==> config.mk <==
export PLATFORM = sky130hd
export DESIGN_NAME = button_bank_flat
export DESIGN_NICKNAME = d
export VERILOG_FILES = /design/src/rtl/button_pkg.sv /design/src/rtl/button_bank_if.sv /design/src/rtl/button_chan.sv /design/src/rtl/button_bank.sv /design/src/flat_wrapper.sv
export SDC_FILE = /design/constraint.sdc
export NUM_CORES = 1
export LEC_CHECK = 0
export ABC_AREA = 1
export CAP_MARGIN = 30
export CORE_MARGIN = 2
export CORE_UTILIZATION = 64
export DETAILED_ROUTE_END_ITERATION = 8
export PLACE_DENSITY = 0.84
export SLEW_MARGIN = 20
export SYNTH_ARGS = -nofsm -noshare
export SYNTH_HDL_FRONTEND = slang
export SYNTH_SLANG_ARGS = --single-unit
==> constraint.sdc <==
create_clock -name clk -period 3.5 [get_ports clk]
set_clock_uncertainty 0.15 [all_clocks]
set_input_delay 0.7 -clock clk [delete_from_list [all_inputs] [get_ports clk]]
set_output_delay 0.7 -clock clk [all_outputs]
set_load 0.1 [all_outputs]
==> src/rtl/button_pkg.sv <==
// button_pkg: shared constants and helpers for the button_bank push-button front end.
package button_pkg;

    // Level a channel rests at when no button is pressed (after polarity normalisation).
    localparam logic BTN_RELEASED = 1'b0;

    // Default counts for a 100 MHz clock: 10 ms debounce, 1 s long press.
    localparam int DEF_DEBOUNCE_CYCLES = 1_000_000;
    localparam int DEF_LONG_CYCLES     = 100_000_000;

    // Counter width needed to count 0..n-1, never narrower than one bit.
    function automatic int cnt_w(input int n);
        int w;
        w = $clog2(n);
        return (w < 1) ? 1 : w;
    endfunction

endpackage

==> src/rtl/button_bank_if.sv <==
// button_bank_if: raw button pins in, debounced level and event pulses out.
interface button_bank_if #(
    parameter int NUM_BTN = 2
);
    logic [NUM_BTN-1:0] btn_i;
    logic [NUM_BTN-1:0] level_o;
    logic [NUM_BTN-1:0] press_o;
    logic [NUM_BTN-1:0] release_o;
    logic [NUM_BTN-1:0] toggle_o;
    logic [NUM_BTN-1:0] long_o;

    // Board / stimulus side: drives the pins, consumes the clean events.
    modport master (
        output btn_i,
        input  level_o, press_o, release_o, toggle_o, long_o
    );

    // button_bank side.
    modport slave (
        input  btn_i,
        output level_o, press_o, release_o, toggle_o, long_o
    );
endinterface

==> src/rtl/button_chan.sv <==
// button_chan: one button channel -- synchroniser, debounce, edge pulses, toggle latch
// and, when BUTTON_BANK_LONG_PRESS_EN is defined, the long-press hold counter.
module button_chan
    import button_pkg::*;
#(
    parameter int DEBOUNCE_CYCLES = DEF_DEBOUNCE_CYCLES,
    parameter int LONG_CYCLES     = DEF_LONG_CYCLES
) (
    input  logic clk,
    input  logic rst_n,
    input  logic btn_i,
    output logic level_o,
    output logic press_o,
    output logic release_o,
    output logic toggle_o,
    output logic long_o
);
    localparam int            CW      = cnt_w(DEBOUNCE_CYCLES);
    localparam logic [CW-1:0] CNT_MAX = CW'(DEBOUNCE_CYCLES - 1);

    logic          s1_q, s2_q;
    logic          level_q, level_d;
    logic          press_q, press_d;
    logic          release_q, release_d;
    logic          toggle_q, toggle_d;
    logic [CW-1:0] cnt_q, cnt_d;
    logic          accept;

    // Two-flop synchroniser for the asynchronous pin.
    always_ff @(posedge clk) begin
        if (!rst_n) begin
            s1_q <= BTN_RELEASED;
            s2_q <= BTN_RELEASED;
        end else begin
            s1_q <= btn_i;
            s2_q <= s1_q;
        end
    end

    // Debounce: a new level is accepted only after an unbroken run of mismatching samples.
    always_comb begin
        cnt_d   = cnt_q;
        level_d = level_q;
        accept  = 1'b0;
        if (s2_q == level_q) begin
            cnt_d = '0;
        end else if (cnt_q == CNT_MAX) begin
            accept  = 1'b1;
            level_d = s2_q;
            cnt_d   = '0;
        end else begin
            cnt_d = cnt_q + CW'(1);
        end
        press_d   = accept & s2_q;
        release_d = accept & ~s2_q;
        toggle_d  = toggle_q ^ press_d;
    end

    // Debounce state and event registers; pulses land on the same edge as the new level.
    always_ff @(posedge clk) begin
        if (!rst_n) begin
            cnt_q     <= '0;
            level_q   <= BTN_RELEASED;
            press_q   <= 1'b0;
            release_q <= 1'b0;
            toggle_q  <= 1'b0;
        end else begin
            cnt_q     <= cnt_d;
            level_q   <= level_d;
            press_q   <= press_d;
            release_q <= release_d;
            toggle_q  <= toggle_d;
        end
    end

    assign level_o   = level_q;
    assign press_o   = press_q;
    assign release_o = release_q;
    assign toggle_o  = toggle_q;

`ifdef BUTTON_BANK_LONG_PRESS_EN
    localparam int            HW        = cnt_w(LONG_CYCLES);
    localparam logic [HW-1:0] HOLD_MAX  = HW'(LONG_CYCLES - 1);
    localparam logic [HW-1:0] HOLD_FIRE = HW'(LONG_CYCLES - 2);

    logic [HW-1:0] hold_q, hold_d;
    logic          long_q, long_d;

    // Hold counter runs while pressed and parks at the threshold so the pulse fires once.
    always_comb begin
        hold_d = hold_q;
        long_d = 1'b0;
        if (!level_q) begin
            hold_d = '0;
        end else if (hold_q != HOLD_MAX) begin
            hold_d = hold_q + HW'(1);
            long_d = (hold_q == HOLD_FIRE);
        end
    end

    // Hold counter and long-press pulse registers.
    always_ff @(posedge clk) begin
        if (!rst_n) begin
            hold_q <= '0;
            long_q <= 1'b0;
        end else begin
            hold_q <= hold_d;
            long_q <= long_d;
        end
    end

    assign long_o = long_q;
`else
    // Long-press feature compiled out; LONG_CYCLES has no effect in this build.
    assign long_o = 1'b0;
`endif

endmodule

==> src/rtl/button_bank.sv <==
// button_bank: NUM_BTN independent debounced button channels behind button_bank_if.
// Optional long-press pulse is built only when BUTTON_BANK_LONG_PRESS_EN is defined.
module button_bank
    import button_pkg::*;
#(
    parameter int   NUM_BTN         = 2,
    parameter int   DEBOUNCE_CYCLES = DEF_DEBOUNCE_CYCLES,
    parameter int   LONG_CYCLES     = DEF_LONG_CYCLES,
    parameter logic BTN_ACTIVE_LOW  = 1'b0
) (
    input  logic           clk,
    input  logic           rst_n,
    button_bank_if.slave   bus
);
    logic [NUM_BTN-1:0] btn_norm;
    logic [NUM_BTN-1:0] level_w, press_w, release_w, toggle_w, long_w;

    // Normalise polarity before synchronisation so every channel sees 1 = pressed.
    assign btn_norm = bus.btn_i ^ {NUM_BTN{BTN_ACTIVE_LOW}};

    for (genvar g = 0; g < NUM_BTN; g++) begin : g_chan
        button_chan #(
            .DEBOUNCE_CYCLES (DEBOUNCE_CYCLES),
            .LONG_CYCLES     (LONG_CYCLES)
        ) u_chan (
            .clk       (clk),
            .rst_n     (rst_n),
            .btn_i     (btn_norm[g]),
            .level_o   (level_w[g]),
            .press_o   (press_w[g]),
            .release_o (release_w[g]),
            .toggle_o  (toggle_w[g]),
            .long_o    (long_w[g])
        );
    end

    assign bus.level_o   = level_w;
    assign bus.press_o   = press_w;
    assign bus.release_o = release_w;
    assign bus.toggle_o  = toggle_w;
    assign bus.long_o    = long_w;

endmodule

==> src/flat_wrapper.sv <==
// flat-port wrapper written by rule: the top's interface ports become plain ports
module button_bank_flat import button_pkg::*;
#(
    parameter int   NUM_BTN         = 2,
    parameter int   DEBOUNCE_CYCLES = DEF_DEBOUNCE_CYCLES,
    parameter int   LONG_CYCLES     = DEF_LONG_CYCLES,
    parameter logic BTN_ACTIVE_LOW  = 1'b0
)
  (clk, rst_n, bus_btn_i, bus_level_o, bus_press_o, bus_release_o, bus_toggle_o, bus_long_o);
  button_bank_if #(.NUM_BTN(NUM_BTN)) bus_i ();
  input  logic clk;
  input  logic rst_n;
  input wire logic [$bits(bus_i.btn_i)-1:0] bus_btn_i;
  output wire logic [$bits(bus_i.level_o)-1:0] bus_level_o;
  output wire logic [$bits(bus_i.press_o)-1:0] bus_press_o;
  output wire logic [$bits(bus_i.release_o)-1:0] bus_release_o;
  output wire logic [$bits(bus_i.toggle_o)-1:0] bus_toggle_o;
  output wire logic [$bits(bus_i.long_o)-1:0] bus_long_o;
  assign bus_i.btn_i = bus_btn_i;
  assign bus_level_o = bus_i.level_o;
  assign bus_press_o = bus_i.press_o;
  assign bus_release_o = bus_i.release_o;
  assign bus_toggle_o = bus_i.toggle_o;
  assign bus_long_o = bus_i.long_o;
  button_bank #(.NUM_BTN(NUM_BTN), .DEBOUNCE_CYCLES(DEBOUNCE_CYCLES), .LONG_CYCLES(LONG_CYCLES), .BTN_ACTIVE_LOW(BTN_ACTIVE_LOW)) u_core (.clk(clk), .rst_n(rst_n), .bus(bus_i));
endmodule
Word-level counts from Yosys, hierarchy flattened
Index checks and enable logic that the tools add are counted.

Add/subtract/negate cells: 2. Equal/unequal tests: 4. Multiplexer cells: 4. Bitwise operators: 11. Reduce and logical (&&, ||, !) cells: 4.

Operators by type and width (count): $add 20x1->20 const B (2); $eq 20x20->1 const B (2); $reduce_or 3->1 (2); $not 1->1 (5); $and 1x1->1 (4); $mux 1 (4); $reduce_and 2->1 (2); $eq 1x1->1 (2); $xor 1x1->1 (2).

Register bits after elaboration: 52. Input bits: 4.

Logic depth before layout (Yosys ltp)
Gate-level depths: netlist of run 1.

Depth in word-level cells: 5. Gate-level depth with buffers: 9.

Modules after synthesis
From an unflattened synthesis of run 1, not the netlist that was laid out.

Cells, all modules: 362. Area total of the unflattened synthesis: 2497.4 um2.

By module, submodules not included: button_chan (times used 2, cells an instance 181, area an instance 1248.7 um2).

Worst setup path before layout of run 1
OpenSTA, ideal clock, no wires.

Kind: register to register. From: reg u_core.g_chan[0].u_chan.cnt_q[0]. To: reg u_core.g_chan[0].u_chan.cnt_q[19]. Arrival: 1.265 ns. Setup slack: 1.969 ns. Stages on the path, launching flop included: 10. Period minus slack after synthesis: 1.531 ns. Cell sequence: dfxtp_1 ha_1 nand2_2 clkinv_2 nand2_1 nor2_2 nand2_2 nand2_2 buf_6 a21oi_1.

Word-level cells in the longest chain between the ends: 2. Elaborated cells between the ends (all ways): 3. Those cells by class: 1 x add/sub; 1 x eq/ne; 1 x reduce/logical.

RTL lines: start, declared (RTL line button_chan.sv:26) `logic [CW-1:0] cnt_q, cnt_d;`; start signal, assigned (RTL line button_chan.sv:68) `cnt_q <= cnt_d;`; parallel branches: the longest is 2 deep, another holds $add 20x1->20.

Parallel ways; which one is timed is not known. A chain may end at the register's enable or synchronous reset.

Final worst setup path of run 1
From: reg u_core.g_chan[0].u_chan.press_q. To: out bus_press_o[0].

RTL lines: start, declared (RTL line button_chan.sv:23) `logic press_q, press_d;`; start signal, assigned (RTL line button_chan.sv:70) `press_q <= press_d;`; end, declared (RTL line flat_wrapper.sv:15) `output wire logic [$bits(bus_i.press_o)-1:0] bus_press_o;`.

No word-level cell between the ends.

==> results of run 1 <==
-- how the worst min path moves through the flow --
| stage | from | to | slack (ps) | cells past startpoint |
|---|---|---|---|---|
| 6_report | u_core.g_chan[0].u_chan.s1_q | u_core.g_chan[0].u_chan.s2_q | 270 | 2 |
| 5_1_grt | u_core.g_chan[1].u_chan.s1_q | u_core.g_chan[1].u_chan.s2_q | 300 | 2 |
| 4_1_cts | u_core.g_chan[0].u_chan.s1_q | u_core.g_chan[0].u_chan.s2_q | 280 | 2 |
| 3_5_place_dp | u_core.g_chan[0].u_chan.s1_q | u_core.g_chan[0].u_chan.s2_q | 250 | 2 |
| 3_3_place_gp | u_core.g_chan[1].u_chan.s1_q | u_core.g_chan[1].u_chan.s2_q | 250 | 2 |
| 2_1_floorplan | u_core.g_chan[0].u_chan.s1_q | u_core.g_chan[0].u_chan.s2_q | 240 | 2 |
-- area by class of cell --
type	instances	area, um2
multi-input cells	285	1420
fillers	358	1150
flip-flops and latches	52	1040
inverters	48	181
repair buffers	11	100
clock buffers	5	68.8
clock inverters	3	68.8
well taps	50	62.6
-- cell usage after synthesis, types with 2 or more instances --
library cell	count	area, um2
a21oi_1	18	90.1
a21oi_2	8	70.1
buf_4	10	75.1
buf_6	4	45.0
dfxtp_1	52	1040
ha_1	2	25.0
inv_1	43	161
inv_2	4	15.0
nand2_1	93	349
nand2_2	15	93.8
nand3_1	23	115
nand4_1	13	81.3
nor2_1	67	251
nor2_2	13	81.3
nor2_4	6	67.6
nor3_2	3	30.0
o21ai_0	8	40.0
or2_0	2	12.5
xnor2_1	4	35.0
xor2_1	5	43.8
-- flip-flops by register name (all words and copies together), names as in the netlist --
name	count
u_core.g_chan.u_chan.s2_q	2
u_core.g_chan.u_chan.release_o	2
u_core.g_chan.u_chan.level_o	2
u_core.g_chan.u_chan.toggle_o	2
u_core.g_chan.u_chan.s1_q	2
u_core.g_chan.u_chan.press_o	2
u_core.g_chan.u_chan.cnt_q	40
-- power breakdown --
part	total [mW]	switching [mW]	internal, mW
registers	0.596	0.00157	0.594
logic	0.0248	0.0195	0.00526
clock network	0.496	0.208	0.288
-- cells by family after synthesis --
group           count (synthesis)  share of synthesized area, %
other cells                     1                         0.136
compound gates                 34                          7.26
flops                          52                          37.7
fa+ha+maj                       2                         0.907
simple gates                  238                          40.0
xor+xnor                        9                          2.86
buf+inv                        63                          11.1
-- routing by layer --
layer / global-route usage (%) / vias up
met5: 0 / -
met4: 6.84 / 0
met3: 4.22 / 9
met2: 37.3 / 66
met1: 33.0 / 1116
li1: - / 1246
-- per-stage QoR --
stage / cells / power [mW] / setup WS [ps] / hold slack [ps] / cell area, um2
after global placement: 446 / 0.634 / 1110 / 247 / 2800
after CTS: 454 / 1.12 / 889 / 276 / 2940
final: 454 / 1.12 / 897 / 273 / 2940
after global routing: 454 / 1.15 / 857 / 296 / 2940
after detailed placement: 446 / 0.634 / 1060 / 252 / 2800
after floorplan: 400 / 0.632 / 1970 / 240 / 2760
==> impl_metrics.ini, run 1 <==
[global_routing]
track_usage_pct = 23.6
grt_first_pass_wirelength_um = 9490
grt_max_degree = 21
overflow = 0
antenna_found_initial = 0
grt_pass1_vias = 2184

[timing]
setup_tns_ps = 0
rsz0062_at_grt = no
worst_pin_slew_ps = 961
period_share_pct = 74.4
hold_viol_final = 0
fin_crit_ps = 2600
setup_viol = 0
slew_headroom_pct = 35.7
slew_viol_final = 0
fmax_mhz = 384

[layout]
layout_common_cells = 93 x nand2_1, 67 x nor2_1, 52 x dfxtp_1
drive_gt1_share_pct = 15.6
area_delta_synth_final_pct = 6.53
final_util_pct = 71.9
nets = 409
final_common_cell = nand2_1
diodes = 0

[synth]
seq_area_frac_synth_pct = 37.7
syn-mean-instance-area_um2 = 6.91
synth_area_um2 = 2760
yosys_warnings = 0
synth_ff_type = dfxtp_1
synth.distinct_cells = 26
yosys_register_bits = 52
ys_async_sr_fraction_pct = 0
synth_edf_count = 0
synthCells = 399

[critical_path]
reg2reg_setup_slack_ps = 1550
arrival_ps = 1750
cp_slowest_cell = clkdlybuf4s50_1
path_depth = 1
crit_start = u_core.g_chan[0].u_chan.press_o
crit_chain = clkdlybuf4s50_1
path_buf_inv = 1
crit_type = reg -> out
crit_path_max_fanout = 1
reg2reg_depth = 8
required_ps = 2650
crit_end = bus_press_o[0]
start_kind = flop
path_delay_family = buffers and inverters
endpoint_kind = output port
r2r_start = u_core.g_chan[0].u_chan.cnt_q[0]
r2r-end = u_core.g_chan[0].u_chan.cnt_q[14]
slowest_delay_ps = 1120

[power]
ir_drop_mv = 0.337
power.density_nw_per_um2 = 380
leakagePower_nw = 0.916

[floorplan]
die_area_um2 = 4850
io_pins = 14
placementRows = 23
coreArea_um2 = 4090
fp.dieW_um = 69.7
start_util_pct = 67.5
die_h_um = 69.7

[clock_network]
numCtsBuffers = 5
clk_latency_ps = 310
clk_pin_slew_ps = 100
cts_hold_buf = 0
cts.htree.levels = 2
cts_setup_buffers = 0
clock_sinks = 52
cts_tree = built
post_cts_resized = 0
cts_root_buffer = clkbuf_8
clk_path_buf_depth = 2

[route]
drc = 0
ant_nets = 0
drt_iter0_drc = 170
wire_per_inst_um = 11.8
wl_met3_um = 282
via_per_inst = 5.37
dr_wl_met2_um = 2400
routed_wl_um = 5350
dr.pass1.iters = 5
dr.max_layer_used = met4
wl_met1_um = 2600
vias = 2437

[place]
dp_hpwl_um = 3950
place.gp.congestion = 0.931
io_buffers = 11

[hold_path]
min_path_type = reg -> reg

[job]
drv_cap = 0

[run_status]
status = complete, no violations
No activity file was read; power rests on OpenSTA's default activity.
==> inputs of run 2 (changes only) <==
CORE_UTILIZATION = 54   (was 64)
PLACE_DENSITY = 0.76   (was 0.84)
clock period = 2.3 ns   (was 3.5 ns; I/O delays follow)
==> run 2 against run 1 <==
Sequential share of layout area increased by 0.30 points. Cell area fell by 0.85%. Largest cell class unchanged. Hold slack worse by 1.8 ps. First-iteration DRC count decreased by 31%.
==> impl_metrics.ini, run 2 (synthesized netlist as in run 1, its figures left out) <==
[power]
fin_total_pwr_mw = 1.47
p_sw_mw = 0.340
power.density_nw_per_um2 = 504
pwr-share-comb_pct = 2.7
internal_power_mw = 1.13
ir_drop_mv = 0.286
switching_share_pct = 23.2
leakagePower_nw = 0.905
seqPwrFrac_pct = 61.6
power_frac_clock_pct = 35.7

[global_routing]
track_usage_pct = 20.6
overflow = 0
antenna_found_initial = 0
grt_first_pass_wirelength_um = 9050
grt_pass1_vias = 2172
grt_max_degree = 21

[floorplan]
die_area_um2 = 5700
io_pins = 14
fp.dieW_um = 75.5
start_util_pct = 55.1
die_h_um = 75.5
placementRows = 26
coreArea_um2 = 5010

[timing]
rsz0062_at_grt = no
fmax_mhz = 526
slew_viol_final = 0
fin_crit_ps = 1900
setup_tns_ps = 0
fin_ws_ps = 398
slew_headroom_pct = 65.5
worst_pin_slew_ps = 516
period_share_pct = 82.7
hold_viol_final = 0
setup_viol = 0

[critical_path]
crit_path_max_fanout = 20
endpoint_kind = flop
crit_chain = ha_1 -> nand2_2 -> clkinv_2 -> nand2_1 -> nor2_2 -> nand2_2 -> nand2_2 -> nor2_1
crit_type = reg -> reg
arrival_ps = 1930
slowest_delay_ps = 400
start_kind = flop
required_ps = 2330
reg2reg_depth = 8
cp_slowest_cell = dfxtp_1
cp_common_cell = nand2_2
reg2reg_setup_slack_ps = 400

[route]
ant_nets = 0
dr.pass1.iters = 4
vias = 2355
drt_iter0_drc = 118
dr.max_layer_used = met4
wire_per_inst_um = 11.1
wl_met3_um = 141
routed_wl_um = 5280
dr_wl_met2_um = 2680
wl_met1_um = 2370
via_per_inst = 4.96
drc = 0

[layout]
diodes = 0
fin_cells = 475
final_common_cell = nand2_1
layout_common_cells = 93 x nand2_1, 67 x nor2_1, 52 x dfxtp_1
area_delta_synth_final_pct = 5.62
drive_gt1_share_pct = 16.8
largest_register_ffs = 40
fillers = 512
largest_register = u_core.g_chan.u_chan.cnt_q
nets = 410
final_util_pct = 58.2

[clock_network]
numCtsBuffers = 5
cts_setup_buffers = 0
cts_tree = built
cts_hold_buf = 0
clock_sinks = 52
cts.htree.levels = 2
clk_pin_slew_ps = 100
post_cts_resized = 0
cts_root_buffer = clkbuf_8
clk_latency_ps = 310
clk_path_buf_depth = 2

[place]
dp_hpwl_um = 4090
place.gp.congestion = 0.928
io_buffers = 11
placed_cells = 467
pre_cts_ws_ps = 391

[hold_path]
holdPathStages = 2
min_path_type = reg -> reg

[job]
drv_cap = 0

[run_status]
status = complete, no violations
-- run 2: final timing paths --
kind                                    startpoint                                 to
setup reg to reg  u_core.g_chan[0].u_chan.cnt_q[0]  u_core.g_chan[0].u_chan.cnt_q[14]
hold reg to reg       u_core.g_chan[0].u_chan.s1_q       u_core.g_chan[0].u_chan.s2_q
hold / removal        u_core.g_chan[0].u_chan.s1_q       u_core.g_chan[0].u_chan.s2_q
setup / recovery  u_core.g_chan[0].u_chan.cnt_q[0]  u_core.g_chan[0].u_chan.cnt_q[14]
-- run 2: final cells by class --
cell class                      count  area [um2]  share of cell area, %
Clock buffer                        5        68.8                   2.36
Clock inverter                      3        21.3                  0.730
Inverter                           48         181                   6.23
Multi-Input combinational cell    285        1420                   48.6
Sequential cell                    52        1040                   35.7
Tap cell                           70        87.6                   3.01
Timing Repair Buffer               12        97.6                   3.35
-- run 2: metal layers --
layer | vias up | track usage, %
met3 | 8 | 3.97
met1 | 1064 | 24.4
met5 | - | 0
li1 | 1247 | -
met4 | 0 | 7.99
met2 | 36 | 36.7
-- run 2: power groups by stage --
| stage | Sequential, mW | Clock (mW) | Combinational (mW) |
|---|---|---|---|
| after global placement | 0.927 | 0 | 0.0390 |
| final | 0.906 | 0.524 | 0.0393 |
| after detailed placement | 0.927 | 0 | 0.0394 |
| after CTS | 0.906 | 0.544 | 0.0395 |
| after floorplan | 0.927 | 0 | 0.0352 |
| after global routing | 0.907 | 0.571 | 0.0433 |
-- run 2: per-stage QoR --
step	area (um2)	hold slack, ps
floorplan	2760	240
global placement	2820	246
detailed placement	2820	250
CTS	2910	274
global route	2910	292
finish	2910	271
-- run 2: worst max-delay path, delay by kind of cell (launching register included) --
kind                     cells  cell delay, ps
adder cells (fa/ha/maj)      1             270
buffers and inverters        1              70
flip-flops                   1             400
AND/OR/NAND/NOR              6             880
==> inputs of run 3 (changes only) <==
CORE_UTILIZATION = 60   (was 54)
PLACE_DENSITY = 0.8   (was 0.76)
clock period = 2 ns   (was 2.3 ns; I/O delays follow)
==> run 3 against run 2 <==
Sequential share of layout area shrank 1.0 points. Critical path depth shrank 2. Register-to-register slack lost 130 ps. Cell count shrank 3.6%. Sequential power grew 15%. Worst setup slack lost 130 ps. Via count grew 2.2%. Global-route usage grew 2.1 points. Die area shrank 9.5%. Critical endpoint is now u_core.g_chan[1].u_chan.cnt_q[11].
==> impl_metrics.ini, run 3 (synthesized netlist as in run 1, its figures left out) <==
[critical_path]
start_kind = flop
crit_start = u_core.g_chan[1].u_chan.cnt_q[0]
endpoint_kind = flop
r2r_start = u_core.g_chan[1].u_chan.cnt_q[0]
required_ps = 2040
arrival_ps = 1770
crit_path_max_fanout = 20
crit_type = reg -> reg

[global_routing]
grt_pass1_vias = 2239
antenna_found_initial = 0
track_usage_pct = 22.7
overflow = 0
grt_first_pass_wirelength_um = 9430
grt_max_degree = 21

[job]
drv_cap = 0

[floorplan]
io_pins = 14
start_util_pct = 62.9
coreArea_um2 = 4380
fp.dieW_um = 71.8
placementRows = 24
die_area_um2 = 5160
die_h_um = 71.8

[place]
pre_cts_ws_ps = 251
placed_cells = 450
place.gp.congestion = 0.876
io_buffers = 11
dp_hpwl_um = 4080
post_dp_cell_area_um2 = 2910

[layout]
final_common_cell = nand2_1
drive_gt1_share_pct = 17.0
largest_register_ffs = 40
diodes = 0
final_area_um2 = 3000
layout_common_cells = 93 x nand2_1, 67 x nor2_1, 52 x dfxtp_1
largest_register = u_core.g_chan.u_chan.cnt_q
nets = 411
area_delta_synth_final_pct = 8.80
fin_cells = 458
fillers = 354

[hold_path]
hold_start = u_core.g_chan[1].u_chan.s1_q
min_path_type = reg -> reg

[timing]
rsz0062_at_grt = no
period_share_pct = 86.5
setup_viol = 0
fin_crit_ps = 1730
fin_ws_ps = 270
slew_viol_final = 0
setup_tns_ps = 0
fmax_mhz = 578
hold_viol_final = 0

[route]
routed_wl_um = 5320
wire_per_inst_um = 11.6
ant_nets = 0
dr.pass1.iters = 4
drc = 0
drt_iter0_drc = 146
via_per_inst = 5.25
vias = 2406

[power]
ir_drop_mv = 0.570
power.density_nw_per_um2 = 571
leakagePower_nw = 0.940

[clock_network]
post_cts_resized = 0
cts_root_buffer = clkbuf_8
clk_path_buf_depth = 2
cts.htree.levels = 2
cts_setup_buffers = 0
cts_hold_buf = 0
clk_pin_slew_ps = 90
clk_latency_ps = 310
numCtsBuffers = 5
cts_tree = built
clock_sinks = 52

[run_status]
status = complete, no violations
## run 3: stage by stage
step,util [%],hold slack (ps),power (mW)
4_1_cts,68.5,280,1.72
5_1_grt,68.5,297,1.77
3_3_place_gp,66.4,246,1.11
3_5_place_dp,66.4,252,1.11
2_1_floorplan,-,240,1.11
6_report,68.5,279,1.71
## run 3: final timing paths
path,end,cells after the start,slack (ps)
setup / recovery,u_core.g_chan[1].u_chan.cnt_q[11],6,270
hold / removal,u_core.g_chan[1].u_chan.s2_q,2,280
setup reg to reg,u_core.g_chan[1].u_chan.cnt_q[11],6,270
hold reg to reg,u_core.g_chan[1].u_chan.s2_q,2,280
## run 3: worst max-delay path: stages, from the launching register on
cell and delay, ps:
dfxtp_1 410, ha_1 230, nand3_2 140, nor2_2 170, nand2_1 110, nand2_2 320, nor2_1 90
## run 3: metal layers
metal | track usage [%] | vias to the layer above | wire [um]
li1 | - | 1253 | -
met1 | 27.0 | 1080 | 2370
met2 | 39.9 | 62 | 2610
met3 | 5.63 | 11 | 240
met4 | 7.97 | 0 | 98
met5 | 0 | - | 0
## run 3: report_power, final
| part | switching [mW] | leakage (nW) | internal, mW | total (mW) |
|---|---|---|---|---|
| registers | 0.00280 | 0.420 | 1.04 | 1.04 |
| clock network | 0.348 | 0.0510 | 0.277 | 0.625 |
| logic | 0.0344 | 0.470 | 0.0125 | 0.0469 |
| total | 0.385 | 0.940 | 1.33 | 1.71 |
## run 3: layout make-up
class,instances,area [um2],share of cell area (%)
Sequential cell,52,1040,34.7
Timing Repair Buffer,13,205,6.84
Clock buffer,6,82.6,2.75
Inverter,48,181,6.04
Multi-Input combinational cell,285,1420,47.2
Tap cell,52,65.1,2.17
Clock inverter,2,10.0,0.333
